==> src/rtl/hdmi_video_tpg_if.sv <==
// Pixel-stream handshake between an upstream video source and the HDMI test pattern generator.
// The master offers pixels; the slave (the generator) accepts them with s_ready.
interface hdmi_video_tpg_if;
  logic [23:0] s_data;
  logic        s_valid;
  logic        s_ready;

  modport master (
    output s_data,
    output s_valid,
    input  s_ready
  );

  modport slave (
    input  s_data,
    input  s_valid,
    output s_ready
  );
endinterface

==> src/rtl/hdmi_video_tpg.sv <==
// HDMI video source: programmable raster timing generator feeding a pattern / passthrough pixel mux.
// Every video output is registered one clock behind the (h,v) counter state that produced it.
module hdmi_video_tpg #(
  parameter int H_ACTIVE = 1920,
  parameter int H_FP     = 88,
  parameter int H_SYNC   = 44,
  parameter int H_BP     = 148,
  parameter int V_ACTIVE = 1080,
  parameter int V_FP     = 4,
  parameter int V_SYNC   = 5,
  parameter int V_BP     = 36,
  parameter int HS_POL   = 1,
  parameter int VS_POL   = 1
) (
  input  logic                clk,
  input  logic                rst,
  input  logic                en,
  input  logic [1:0]          mode,
  hdmi_video_tpg_if.slave     s,
  output logic                vout_hs,
  output logic                vout_vs,
  output logic                vout_de,
  output logic [23:0]         vout_data,
  output logic                frame_start,
  output logic [15:0]         frame_cnt,
  output logic                underflow
);

  localparam int H_TOTAL = H_ACTIVE + H_FP + H_SYNC + H_BP;
  localparam int V_TOTAL = V_ACTIVE + V_FP + V_SYNC + V_BP;
  localparam int HW      = $clog2(H_TOTAL);
  localparam int VW      = $clog2(V_TOTAL);
  localparam int BAR_W   = H_ACTIVE / 8;

  localparam logic [HW-1:0] H_LAST     = HW'(H_TOTAL - 1);
  localparam logic [HW-1:0] H_ACT_END  = HW'(H_ACTIVE);
  localparam logic [HW-1:0] HS_START   = HW'(H_ACTIVE + H_FP);
  localparam logic [HW-1:0] HS_END     = HW'(H_ACTIVE + H_FP + H_SYNC);
  localparam logic [VW-1:0] V_LAST     = VW'(V_TOTAL - 1);
  localparam logic [VW-1:0] V_ACT_END  = VW'(V_ACTIVE);
  localparam logic [VW-1:0] VS_START   = VW'(V_ACTIVE + V_FP);
  localparam logic [VW-1:0] VS_END     = VW'(V_ACTIVE + V_FP + V_SYNC);

  localparam logic HS_IDLE = (HS_POL == 0) ? 1'b1 : 1'b0;
  localparam logic VS_IDLE = (VS_POL == 0) ? 1'b1 : 1'b0;

  localparam logic [1:0] MODE_BARS = 2'd0;
  localparam logic [1:0] MODE_GRAD = 2'd1;
  localparam logic [1:0] MODE_PASS = 2'd2;
  localparam logic [1:0] MODE_BLK  = 2'd3;

  logic [HW-1:0] h_q, h_d;
  logic [VW-1:0] v_q, v_d;
  logic [1:0]    mode_q, mode_d;
  logic [15:0]   frame_cnt_q, frame_cnt_d;
  logic          hs_q, hs_d;
  logic          vs_q, vs_d;
  logic          de_q, de_d;
  logic [23:0]   data_q, data_d;
  logic          fs_q, fs_d;
  logic          uf_q, uf_d;

  logic          origin;
  logic [1:0]    mode_eff;
  logic          de_i;
  logic          hs_i;
  logic          vs_i;
  logic          pass_i;
  logic [2:0]    bar_idx;
  logic [23:0]   bar_rgb;
  logic [23:0]   grad_rgb;
  logic [23:0]   pixel;

  // The mode requested at (0,0) already governs that first pixel, so the frame is uniform.
  always_comb begin
    origin   = en && (h_q == '0) && (v_q == '0);
    mode_eff = origin ? mode : mode_q;
    de_i     = (h_q < H_ACT_END) && (v_q < V_ACT_END);
    hs_i     = (h_q >= HS_START) && (h_q < HS_END);
    vs_i     = (v_q >= VS_START) && (v_q < VS_END);
    pass_i   = en && de_i && (mode_eff == MODE_PASS);
  end

  assign s.s_ready = pass_i && !rst;

  always_comb begin
    bar_idx = 3'd7;
    for (int i = 7; i >= 0; i--) begin
      if (h_q < HW'((i + 1) * BAR_W)) begin
        bar_idx = 3'(i);
      end
    end
  end

  always_comb begin
    case (bar_idx)
      3'd0:    bar_rgb = 24'hFFFFFF;
      3'd1:    bar_rgb = 24'hFFFF00;
      3'd2:    bar_rgb = 24'h00FFFF;
      3'd3:    bar_rgb = 24'h00FF00;
      3'd4:    bar_rgb = 24'hFF00FF;
      3'd5:    bar_rgb = 24'hFF0000;
      3'd6:    bar_rgb = 24'h0000FF;
      default: bar_rgb = 24'h000000;
    endcase
    grad_rgb = {8'(h_q), 8'(v_q), 8'(h_q) ^ 8'(v_q)};
  end

  always_comb begin
    case (mode_eff)
      MODE_BARS: pixel = bar_rgb;
      MODE_GRAD: pixel = grad_rgb;
      MODE_PASS: pixel = s.s_valid ? s.s_data : 24'h000000;
      MODE_BLK:  pixel = 24'h000000;
      default:   pixel = 24'h000000;
    endcase
  end

  // Raster counters park at (0,0) while disabled so enabling always starts a fresh frame.
  always_comb begin
    h_d         = h_q;
    v_d         = v_q;
    mode_d      = mode_q;
    frame_cnt_d = frame_cnt_q;
    if (!en) begin
      h_d = '0;
      v_d = '0;
    end else begin
      if (h_q == H_LAST) begin
        h_d = '0;
        v_d = (v_q == V_LAST) ? '0 : v_q + 1'b1;
      end else begin
        h_d = h_q + 1'b1;
      end
      if (origin) begin
        mode_d      = mode;
        frame_cnt_d = frame_cnt_q + 16'd1;
      end
    end
  end

  always_comb begin
    de_d   = 1'b0;
    data_d = 24'h000000;
    hs_d   = HS_IDLE;
    vs_d   = VS_IDLE;
    fs_d   = 1'b0;
    uf_d   = 1'b0;
    if (en) begin
      de_d   = de_i;
      data_d = de_i ? pixel : 24'h000000;
      hs_d   = hs_i ? ~HS_IDLE : HS_IDLE;
      vs_d   = vs_i ? ~VS_IDLE : VS_IDLE;
      fs_d   = origin;
      uf_d   = pass_i && !s.s_valid;
    end
  end

  always_ff @(posedge clk) begin
    if (rst) begin
      h_q         <= '0;
      v_q         <= '0;
      mode_q      <= MODE_BLK;
      frame_cnt_q <= 16'd0;
      hs_q        <= HS_IDLE;
      vs_q        <= VS_IDLE;
      de_q        <= 1'b0;
      data_q      <= 24'h000000;
      fs_q        <= 1'b0;
      uf_q        <= 1'b0;
    end else begin
      h_q         <= h_d;
      v_q         <= v_d;
      mode_q      <= mode_d;
      frame_cnt_q <= frame_cnt_d;
      hs_q        <= hs_d;
      vs_q        <= vs_d;
      de_q        <= de_d;
      data_q      <= data_d;
      fs_q        <= fs_d;
      uf_q        <= uf_d;
    end
  end

  assign vout_hs     = hs_q;
  assign vout_vs     = vs_q;
  assign vout_de     = de_q;
  assign vout_data   = data_q;
  assign frame_start = fs_q;
  assign frame_cnt   = frame_cnt_q;
  assign underflow   = uf_q;

endmodule
==> src/flat_wrapper.sv <==
// flat-port wrapper written by rule: the top's interface ports become plain ports
module hdmi_video_tpg_flat 
#(
  parameter int H_ACTIVE = 1920,
  parameter int H_FP     = 88,
  parameter int H_SYNC   = 44,
  parameter int H_BP     = 148,
  parameter int V_ACTIVE = 1080,
  parameter int V_FP     = 4,
  parameter int V_SYNC   = 5,
  parameter int V_BP     = 36,
  parameter int HS_POL   = 1,
  parameter int VS_POL   = 1
)
  (clk, rst, en, mode, vout_hs, vout_vs, vout_de, vout_data, frame_start, frame_cnt, underflow, s_s_data, s_s_valid, s_s_ready);
  hdmi_video_tpg_if s_i ();
  input  logic clk;
  input  logic rst;
  input  logic en;
  input  logic [1:0] mode;
  output logic vout_hs;
  output logic vout_vs;
  output logic vout_de;
  output logic [23:0] vout_data;
  output logic frame_start;
  output logic [15:0] frame_cnt;
  output logic underflow;
  input wire logic [$bits(s_i.s_data)-1:0] s_s_data;
  input wire logic [$bits(s_i.s_valid)-1:0] s_s_valid;
  output wire logic [$bits(s_i.s_ready)-1:0] s_s_ready;
  assign s_i.s_data = s_s_data;
  assign s_i.s_valid = s_s_valid;
  assign s_s_ready = s_i.s_ready;
  hdmi_video_tpg #(.H_ACTIVE(H_ACTIVE), .H_FP(H_FP), .H_SYNC(H_SYNC), .H_BP(H_BP), .V_ACTIVE(V_ACTIVE), .V_FP(V_FP), .V_SYNC(V_SYNC), .V_BP(V_BP), .HS_POL(HS_POL), .VS_POL(VS_POL)) u_core (.clk(clk), .rst(rst), .en(en), .mode(mode), .s(s_i), .vout_hs(vout_hs), .vout_vs(vout_vs), .vout_de(vout_de), .vout_data(vout_data), .frame_start(frame_start), .frame_cnt(frame_cnt), .underflow(underflow));
endmodule
==> config.mk <==
export PLATFORM = sky130hd
export DESIGN_NAME = hdmi_video_tpg_flat
export DESIGN_NICKNAME = d
export VERILOG_FILES = /design/src/rtl/hdmi_video_tpg_if.sv /design/src/rtl/hdmi_video_tpg.sv /design/src/flat_wrapper.sv
export SDC_FILE = /design/constraint.sdc
export NUM_CORES = 1
export LEC_CHECK = 0
export ABC_AREA = 1
export CAP_MARGIN = 40
export CORE_MARGIN = 1.5
export CORE_UTILIZATION = 57
export CTS_CLUSTER_SIZE = 16
export DETAILED_ROUTE_END_ITERATION = 12
export PLACE_DENSITY = 0.95
export SLEW_MARGIN = 20
export SYNTH_ARGS = -nofsm -noshare
export SYNTH_HDL_FRONTEND = slang
export SYNTH_SLANG_ARGS = --single-unit
==> constraint.sdc <==
create_clock -name clk -period 5 [get_ports clk]
set_input_delay 1 -clock clk [delete_from_list [all_inputs] [get_ports clk]]
set_output_delay 1 -clock clk [all_outputs]
set_load 0.02 [all_outputs]
* Word-level counts from Yosys, hierarchy flattened
Index checks and enable logic that the tools add are counted.
** Storage, ports and cells
- Flip-flop bits (word level) :: 70
- Input port bits :: 30
- Output and inout port bits :: 46
- Word-level logic and storage cells :: 73
** Cells by class
- Add/subtract/negate cells :: 3
- $lt $le $gt $ge :: 13
- Eq/ne operators :: 11
- Mux-type cells :: 14
- Bitwise logic cells :: 3
- Reduce and logical (&&, ||, !) cells :: 19
** Operators with widths (number)
- 24-bit case mux with 7 select lines :: 1
- 24-bit case mux with 4 select lines :: 1
- 12-bit by 11-bit < comparator with 1-bit output (second input constant) :: 4
- 12-bit by 10-bit < comparator with 1-bit output (second input constant) :: 2
- 24-bit two-way mux :: 1
- 11-bit < comparator (second input constant) :: 2
- 16-bit by 1-bit adder with 16-bit output (second input constant) :: 1
- 12-bit by 1-bit adder with 12-bit output (second input constant) :: 1
- 12-bit equality test (second input constant) :: 1
- 12-bit by 11-bit greater-or-equal comparator with 1-bit output (second input constant) :: 1
- 12-bit zero test :: 1
- 12-bit < comparator (second input constant) :: 1
- 12-bit by 8-bit < comparator with 1-bit output (second input constant) :: 1
- 12-bit by 9-bit < comparator with 1-bit output (second input constant) :: 1
- 3-bit two-way mux :: 4
- 11-bit by 1-bit adder with 11-bit output (second input constant) :: 1
- 11-bit equality test (second input constant) :: 1
- 11-bit greater-or-equal comparator (second input constant) :: 1
- 11-bit zero test :: 1
- 11-bit two-way mux :: 1
- 3-bit equality test (second input constant) :: 3
- 1-bit logical AND :: 9
- 8-bit XOR :: 1
- 3-bit by 2-bit equality test with 1-bit output (second input constant) :: 2
- other kinds (12) :: 20

* Longest topological paths before layout
Gate-level depths: netlist of run 1.
- Depth after elaboration :: 11
- Mapped depth :: 14
- Gate-level depth less buffers :: 13

* Worst setup path before layout of run 1
Ideal clock, no wire load.
- Kind :: input port to output port
- From :: in en
- To :: out s_s_ready
- Arrival time :: 2.246 ns
- Data required time :: 4.000 ns
- Slack :: 1.754 ns
- Stages on the path :: 10
- Path buffers :: 1
- Path through :: nand2_1 -> nand3b_1 -> nor2_1 -> nand3_1 -> nand2_1 -> nand2_2 -> nor2_8 -> buf_6 -> nand2_1 -> nor2_1
** Between the ends
- Cells in the longest elaborated chain, start to end :: 6
- Elaborated cells on any way between the ends :: 7
- Those cells by class :: 1 x eq/ne; 1 x mux; 5 x reduce/logical
** Ends and longest elaborated chain
- start: declaration :: line flat_wrapper.sv:19 : input logic en;
- 1-bit logical AND (2 in a row) :: line hdmi_video_tpg.sv:76 : origin = en && (h_q == '0) && (v_q == '0);
- 2-bit two-way mux
- 2-bit equality test :: line hdmi_video_tpg.sv:81 : pass_i = en && de_i && (mode_eff == MODE_PASS);
- 1-bit logical AND * :: line hdmi_video_tpg.sv:81
- 1-bit logical AND * :: line hdmi_video_tpg.sv:84 : assign s.s_ready = pass_i && !rst;
- end: declaration :: line flat_wrapper.sv:30 : output wire logic [$bits(s_i.s_ready)-1:0] s_s_ready;
Every way passes the cells marked *; elsewhere a longest branch is shown, timed or not.

* Worst setup path in the final report of run 1
Ends and elaborated chain as after synthesis.

==> metrics, run 1 <==
status finished, final reports clean; starting density of the core 58.6%; Worst Path Buf+Inv 2; slowest CP cell clkdlybuf4s50_1; top_reg_cell synth dfxtp_1; RSZ-0062 raised after global routing false; DIE WIDTH 86.6 um; Worst Hold Endpoint u_core.frame_cnt[14]; H-tree depth 3; placed cells 744; most common cell after layout, fill and taps aside nand2_1; setup tns final 0 ns; DRT iter0 DRCs 357; Clock Skew 0.00940 ns; post-CTS sizing 0; total gr overflow 0; Final Setup Violations 0; hold path start u_core.frame_cnt[14]; worst reg2reg path depth 8; initial antenna violation count 0; ANT cells 0; layout cell share with drive strength beyond 1 7.07%; WL per Instance 14.2 um; mapped cell area 3980 sq um; Max Clk Rate 0.224 GHz; EDFF count, synth 0; GRT Total Usage 29.3%; Post-route DRC 0; Slew HR 46.9%; Synth area leaders dfxtp_1 (35%), nand2_1 (13%), inv_1 (9.3%), nand3_1 (7.0%), nor2_1 (4.7%); hold buffer count at cts 0; DIE AREA 7500 sq um; Vert. Die Dim 86.6 um; TritonCTS Buffers 9; FF+latch area 1400 sq um; sw power 0.335 mW; worst setup path class input port to output pin; cell mode on critical path nand2_1; Tightest Hold Check Type register to register; Synth Instances 594; nets@finish 695; Synth area leader dfxtp_1; Unique masters post-synth 38; Crit path largest cell delay 0.63 ns; commonest cells after routing, fill and taps aside nand2_1 (140), inv_1 (99), clkdlybuf4s50_1 (75), dfxtp_1 (70), nand3_1 (56); syn_area_per_cell 6.71 sq um; crit path DAT 3.47 ns; worst r2r src u_core.v_q[4]; Static Leak 2.32 nW; number of routed nets with antenna violations 0; Max Buffers Root-to-Sink 2; Fin. Hold Viols 0; filler instances 475; vias in the first global route 3,843; r2r setup slk 2.61 ns; post-synth top area share 35.2%; max_cap viols 0; I/O Buffers 75; Max VDD drop 0.000177 V; startpoint types input port; CTS tree built; clk root buf clkbuf_8; Synth Warn # 0; asr flop ratio synth 0%; share of the yosys chip area belonging to registers 35.2%; Min Hold Slack 0.495 ns; IO Count 76; 1st-pass router iterations 5; Req. time, crit path 4.00 ns; max-slew violation count 0; vias 4,215; fin cells 761; post-CTS setup buffers 0; register share of total power 47.4%; final wirelength 10,800 um; syn_nets 629; Max FO, Critical Path 17; internal power 0.883 mW; number of synthesized register bits 70; Critical Path Sink Type output pin; Core Rows 30; worst path cell trace clkdlybuf4s50_1 -> nand2_1 -> nand3b_1 -> nor2_1 -> nand3_1 -> nand2_1 -> nand2_2 -> nor2_8 -> nand2_1 -> nor2_1 -> clkdlybuf4s50_1; Final Core Density 72.7%; Skew-Pair Late Insertion Delay 0.37 ns; Slew @ Worst Pin 0.789 ns; worst hold stages 2; R2R Path End u_core.vout_data[3]; total core area 6790 sq um; GP Congestion 1.01; Sink Count 70; Tmin final 4.47 ns; combinational power share 14.3%; vias per cell 5.54; DP Wirelength 7860 um; cell family with most CP delay simple AND/OR/NAND/NOR gates; CTS clk-pin slew, worst paths 0.08 ns; largest net degree at the start of global routing 26; multi-input logic area 2070 sq um; Sw Ratio 27.5%; P&R area growth vs syn 24.1%; first-pass GRT wire length 17,300 um; clock share of power 38.3%; pwr dens 246 nW/um^2; period utilization 89.4%
## per-stage QoR
step                      power (mW)  setup slack [ns]  instance area [sq um]
after CTS                       1.22             0.532                   4930
after global placement         0.751             0.727                   4730
after detailed placement       0.759             0.565                   4730
after global routing            1.26             0.386                   4940
final                           1.22             0.531                   4940
after floorplan                0.698              1.75                   3980
## sequential cells by signal (all words and copies together) (netlist names)
name and cells:
u_core.mode_q 2, u_core.vout_de 1, u_core.vout_vs 1, u_core.frame_cnt 16
u_core.v_q 11, u_core.frame_start 1, u_core.underflow 1, u_core.vout_hs 1
u_core.h_q 12, u_core.vout_data 24
## worst max-delay path by stage
stage                     end  slack, ns  startpoint  cells past startpoint
global placement    s_s_ready       0.73          en                     11
floorplan           s_s_ready       1.75          en                     10
CTS                 s_s_ready       0.53          en                     11
finish              s_s_ready       0.53          en                     11
detailed placement  s_s_ready       0.56          en                     11
global route        s_s_ready       0.39          en                     11
## worst register-to-register path: cells and delay by family (launching register included)
kind	cells	cell delay, ns
flip-flops	1	0.44
buffers and inverters	2	0.36
AND/OR/NAND/NOR	4	0.97
AO/OA/AOI/OAI	2	0.55
## metal layers
metal  part of all wire [%]  GRT usage (%)  routed length, um  vias to the layer above
met5                      0              0                  0                        -
met4                    2.8           14.2                307                        0
met3                    8.9           7.52                956                       36
met2                     49           50.1               5320                      254
met1                     39           34.0               4210                     1910
li1                       -              -                  -                     2015
## cell type report
cell class | count | area share, %
sequential | 70 | 28.4
inverter | 104 | 7.90
timing repair buffer | 76 | 15.5
clock buffer | 10 | 2.78
clock inverter | 6 | 1.24
multi-input combinational | 399 | 41.8
tap | 96 | 2.43
## cells in the mapped netlist, types with 3 or more instances
library cell and n:
ha_1 5, nand3_1 56, inv_1 99, buf_6 4, a21oi_1 34, buf_2 11, nor4_1 7, o21a_1 3
o21ai_0 14, inv_2 4, a211oi_1 3, nor2_4 9, nand4_1 12, nor2_1 50, nand2_1 140, clkbuf_1 5
nor3_1 20, dfxtp_1 70, xor2_1 16, nand2_2 7, nor2_2 3
## logic make-up after synthesis
family | count (synthesis) | synth area share, %
fa+ha+maj | 5 | 1.57
xor+xnor | 17 | 3.74
buf+inv | 125 | 13.0
compound gates | 62 | 8.92
flops | 70 | 35.2
simple gates | 315 | 37.6
## power by group through the flow
stage / Sequential, mW / Combinational, mW / Clock (mW)
after CTS: 0.577 / 0.172 / 0.472
after global placement: 0.590 / 0.162 / 0
after detailed placement: 0.590 / 0.169 / 0
after floorplan: 0.604 / 0.0944 / 0
after global routing: 0.578 / 0.190 / 0.493
final: 0.577 / 0.174 / 0.467
No activity file was read; power rests on OpenSTA's default activity.
==> inputs of run 2 (changes only) <==
CORE_MARGIN = unset   (was 1.5)
GPL_TIMING_DRIVEN = 0   (was unset)
==> metrics, run 2 (same netlist as run 1, synthesis figures left out) <==
sw power 0.327 mW; RSZ-0062 raised after global routing false; hold buffer count at cts 0; TritonCTS Buffers 9; crit path DAT 3.50 ns; Total Power 1.20 mW; FF+latch area 1400 sq um; Critical Path Sink Type output pin; Clock Skew 0.0126 ns; Sink Count 70; total core area 6760 sq um; post-CTS sizing 0; DIE WIDTH 85.6 um; filler instances 520; CTS clk-pin slew, worst paths 0.07 ns; register share of total power 48.0%; worst setup path class input port to output pin; Req. time, crit path 4.00 ns; WL per Instance 13.9 um; Max Clk Rate 0.222 GHz; clk root buf clkbuf_8; Slew @ Worst Pin 0.677 ns; nets@finish 714; first-pass GRT wire length 17,600 um; Final Setup Violations 0; Static Leak 2.40 nW; largest net degree at the start of global routing 12; clock share of power 37.1%; vias 4,160; worst slack, placed 0.522 ns; Max FO, Critical Path 10; post-CTS setup buffers 0; 1st-pass router iterations 5; Core Rows 30; number of flip-flops in the largest register 24; CTS tree built; Tmin final 4.50 ns; ANT cells 0; Post-route DRC 0; worst hold stages 2; combinational power share 15.0%; placed cells 748; Max VDD drop 0.000113 V; H-tree depth 3; number of routed nets with antenna violations 0; layout cell share with drive strength beyond 1 8.63%; internal power 0.876 mW; status finished, final reports clean; pwr dens 240 nW/um^2; Tightest Hold Check Type register to register; commonest cells after routing, fill and taps aside nand2_1 (140), inv_1 (99), clkdlybuf4s50_1 (74), dfxtp_1 (70), nand3_1 (56); Final Core Density 74.1%; GRT Total Usage 30.2%; final wirelength 10,600 um; IO Count 76; P&R area growth vs syn 25.7%; Slew HR 54.5%; multi-input logic area 2070 sq um; startpoint types input port; max-slew violation count 0; Vert. Die Dim 85.6 um; setup ws final 0.499 ns; Fin. Hold Viols 0; Max Buffers Root-to-Sink 2; max_cap viols 0; total gr overflow 0; worst reg2reg path depth 12; I/O Buffers 74; most common cell after layout, fill and taps aside nand2_1; vias in the first global route 3,913; DIE AREA 7330 sq um; period utilization 90.0%; starting density of the core 59.0%; initial antenna violation count 0; vias per cell 5.45; Sw Ratio 27.2%; setup tns final 0 ns; GP Congestion 0.948; DP Wirelength 7920 um; DRT iter0 DRCs 265; fin cells 764; Skew-Pair Late Insertion Delay 0.35 ns
==> run 2: worst paths after layout <==
path / startpoint / to / slack (ns)
worst min-delay path: u_core.frame_cnt[14] / u_core.frame_cnt[14] / 0.47
worst max-delay path: en / s_s_ready / 0.50
worst max register to register: u_core.v_q[1] / u_core.vout_data[16] / 2.72
worst min register to register: u_core.frame_cnt[14] / u_core.frame_cnt[14] / 0.47
==> run 2: layout make-up <==
class,instances,share of cell area (%)
clock inverter,4,0.950
timing repair buffer,74,14.8
sequential,70,28.0
tap,80,2.00
multi-input combinational,399,41.3
inverter,104,7.80
clock buffer,12,2.70
buffer,21,2.52
==> run 2: power groups by stage <==
stage	Combinational [mW]	Clock [mW]	Sequential [mW]
2_1_floorplan	0.0944	0	0.604
3_3_place_gp	0.172	0	0.589
3_5_place_dp	0.177	0	0.590
4_1_cts	0.179	0.445	0.577
5_1_grt	0.196	0.469	0.578
6_report	0.180	0.446	0.577
==> run 2: critical path, cell delays in order <==
cell and delay [ns]:
clkdlybuf4s50_1 0.56, nand2_1 0.06, nand3b_1 0.15, nor2_1 0.12, nand3_1 0.16, nand2_1 0.12
nand2_2 0.16, nor2_8 0.18, buf_6 0.16, nand2_1 0.10, nor2_1 0.12, clkdlybuf4s50_1 0.63
==> run 2: metal layers <==
layer | share of wire, % | vias to the layer above | global-route usage [%]
li1 | - | 2046 | -
met1 | 42 | 1887 | 36.6
met2 | 48 | 197 | 50.7
met3 | 7.7 | 30 | 7.41
met4 | 2.7 | 0 | 13.9
met5 | 0 | - | 0
==> run 2: per-stage QoR <==
step / cell area (sq um) / hold WS (ns)
final: 5010 / 0.468
after global routing: 5010 / 0.480
after floorplan: 3980 / 0.474
after CTS: 5010 / 0.468
after detailed placement: 4820 / 0.456
after global placement: 4820 / 0.453
==> inputs of run 3 (changes only) <==
GPL_ROUTABILITY_DRIVEN = 0   (was unset)
==> metrics, run 3 (same netlist as run 1, synthesis figures left out) <==
IO Count 76; setup ws final 0.409 ns; startpoint types input port; WL per Instance 14.4 um; 1st-pass router iterations 5; worst reg2reg path depth 12; vias in the first global route 4,134; clk root buf clkbuf_8; Clock Skew 0.00744 ns; largest net degree at the start of global routing 12; Max VDD drop 0.000157 V; DIE WIDTH 85.6 um; worst slack, placed 0.464 ns; filler instances 464; Final Core Density 74.8%; most utilized layer in the global route result met2; starting density of the core 59.0%; worst setup path class input port to output pin; Setup crit end s_s_ready; post-CTS sizing 0; layout cell share with drive strength beyond 1 8.63%; total core area 6760 sq um; GRT Total Usage 31.3%; H-tree depth 3; period utilization 91.8%; r2r setup slk 2.65 ns; Tightest Hold Check Type register to register; fin area 5050 sq um; initial antenna violation count 0; status finished, final reports clean; Skew-Pair Late Insertion Delay 0.35 ns; crit path launch en; vias 4,288; R2R Path End u_core.vout_data[20]; Post-route DRC 0; first-pass GRT wire length 18,400 um; DP Area 4820 sq um; number of flip-flops in the largest register 24; Final Setup Violations 0; Static Leak 2.42 nW; Slew @ Worst Pin 0.692 ns; total gr overflow 0; DRT iter0 DRCs 372; cell mode on critical path nand2_1; Sink Count 70; Core Rows 30; Req. time, crit path 4.00 ns; I/O Buffers 74; max-slew violation count 0; GR Layer Usage met2 52.9%; post-CTS setup buffers 0; worst path cell trace clkdlybuf4s50_1 -> nand2_1 -> nand3b_1 -> nor2_1 -> nand3_1 -> nand2_1 -> nand2_2 -> nor2_8 -> buf_6 -> nand2_1 -> nor2_1 -> clkdlybuf4s50_1; global-route track usage on met1 37.9%; final wirelength 11,000 um; CTS clk-pin slew, worst paths 0.07 ns; worst r2r src u_core.v_q[0]; most common cell after layout, fill and taps aside nand2_1; Fin. Hold Viols 0; GRT met3 Usage 5.87%; Max Buffers Root-to-Sink 2; hold buffer count at cts 0; Crit path largest cell delay 0.63 ns; Max FO, Critical Path 10; max_cap viols 0; crit path DAT 3.59 ns; CTS tree built; Critical Path Sink Type output pin; RSZ-0062 raised after global routing false; P&R area growth vs syn 26.9%; nets@finish 714; Vert. Die Dim 85.6 um; pwr dens 258 nW/um^2; slowest CP cell clkdlybuf4s50_1; Slew HR 53.4%; Tmin final 4.59 ns; Max Clk Rate 0.218 GHz; ANT cells 0; vias per cell 5.61; TritonCTS Buffers 9; number of routed nets with antenna violations 0; commonest cells after routing, fill and taps aside nand2_1 (140), inv_1 (99), clkdlybuf4s50_1 (74), dfxtp_1 (70), nand3_1 (56); DIE AREA 7330 sq um; DP Wirelength 7780 um; setup tns final 0 ns
## run 3: how the worst min path moves through the flow
stage,start,to,slack (ns),depth (start not counted)
floorplan,u_core.h_q[0],u_core.h_q[0],0.47,1
global placement,u_core.frame_cnt[14],u_core.frame_cnt[14],0.45,2
detailed placement,u_core.frame_cnt[14],u_core.frame_cnt[14],0.47,2
CTS,u_core.frame_cnt[14],u_core.frame_cnt[14],0.48,2
global route,u_core.frame_cnt[14],u_core.frame_cnt[14],0.52,2
finish,u_core.frame_cnt[14],u_core.frame_cnt[14],0.49,2
## run 3: layout make-up
cell class                 instances  area, sq um  share of cell area [%]
sequential                        70         1400                    27.7
timing repair buffer              74          741                    14.7
clock inverter                     4         95.1                    1.88
buffer                            21          126                    2.50
multi-input combinational        399         2070                    40.9
inverter                         104          390                    7.72
clock buffer                      12          135                    2.67
tap                               80          100                    1.98
## run 3: routing by layer
metal | routed length [um] | vias to the layer above
met3 | 985 | 55
met5 | 0 | -
li1 | - | 2050
met2 | 5250 | 279
met4 | 410 | 0
met1 | 4340 | 1904
## run 3: metrics by stage
stage	hold slack, ns	power (mW)	cells
after floorplan	0.474	0.698	594
after global placement	0.453	0.760	748
after detailed placement	0.472	0.767	748
after CTS	0.483	1.30	764
after global routing	0.516	1.34	764
final	0.487	1.30	764
## run 3: critical path, delay by kind of cell
kind / cells / cell delay [ns]
buffers and inverters: 3 / 1.37
AND/OR/NAND/NOR: 9 / 1.21
## run 3: power breakdown
group | switching, mW | total (mW) | leakage, nW | internal, mW
clock network | 0.211 | 0.543 | 0.115 | 0.331
registers | 0.00634 | 0.577 | 0.567 | 0.571
logic | 0.107 | 0.183 | 1.74 | 0.0761
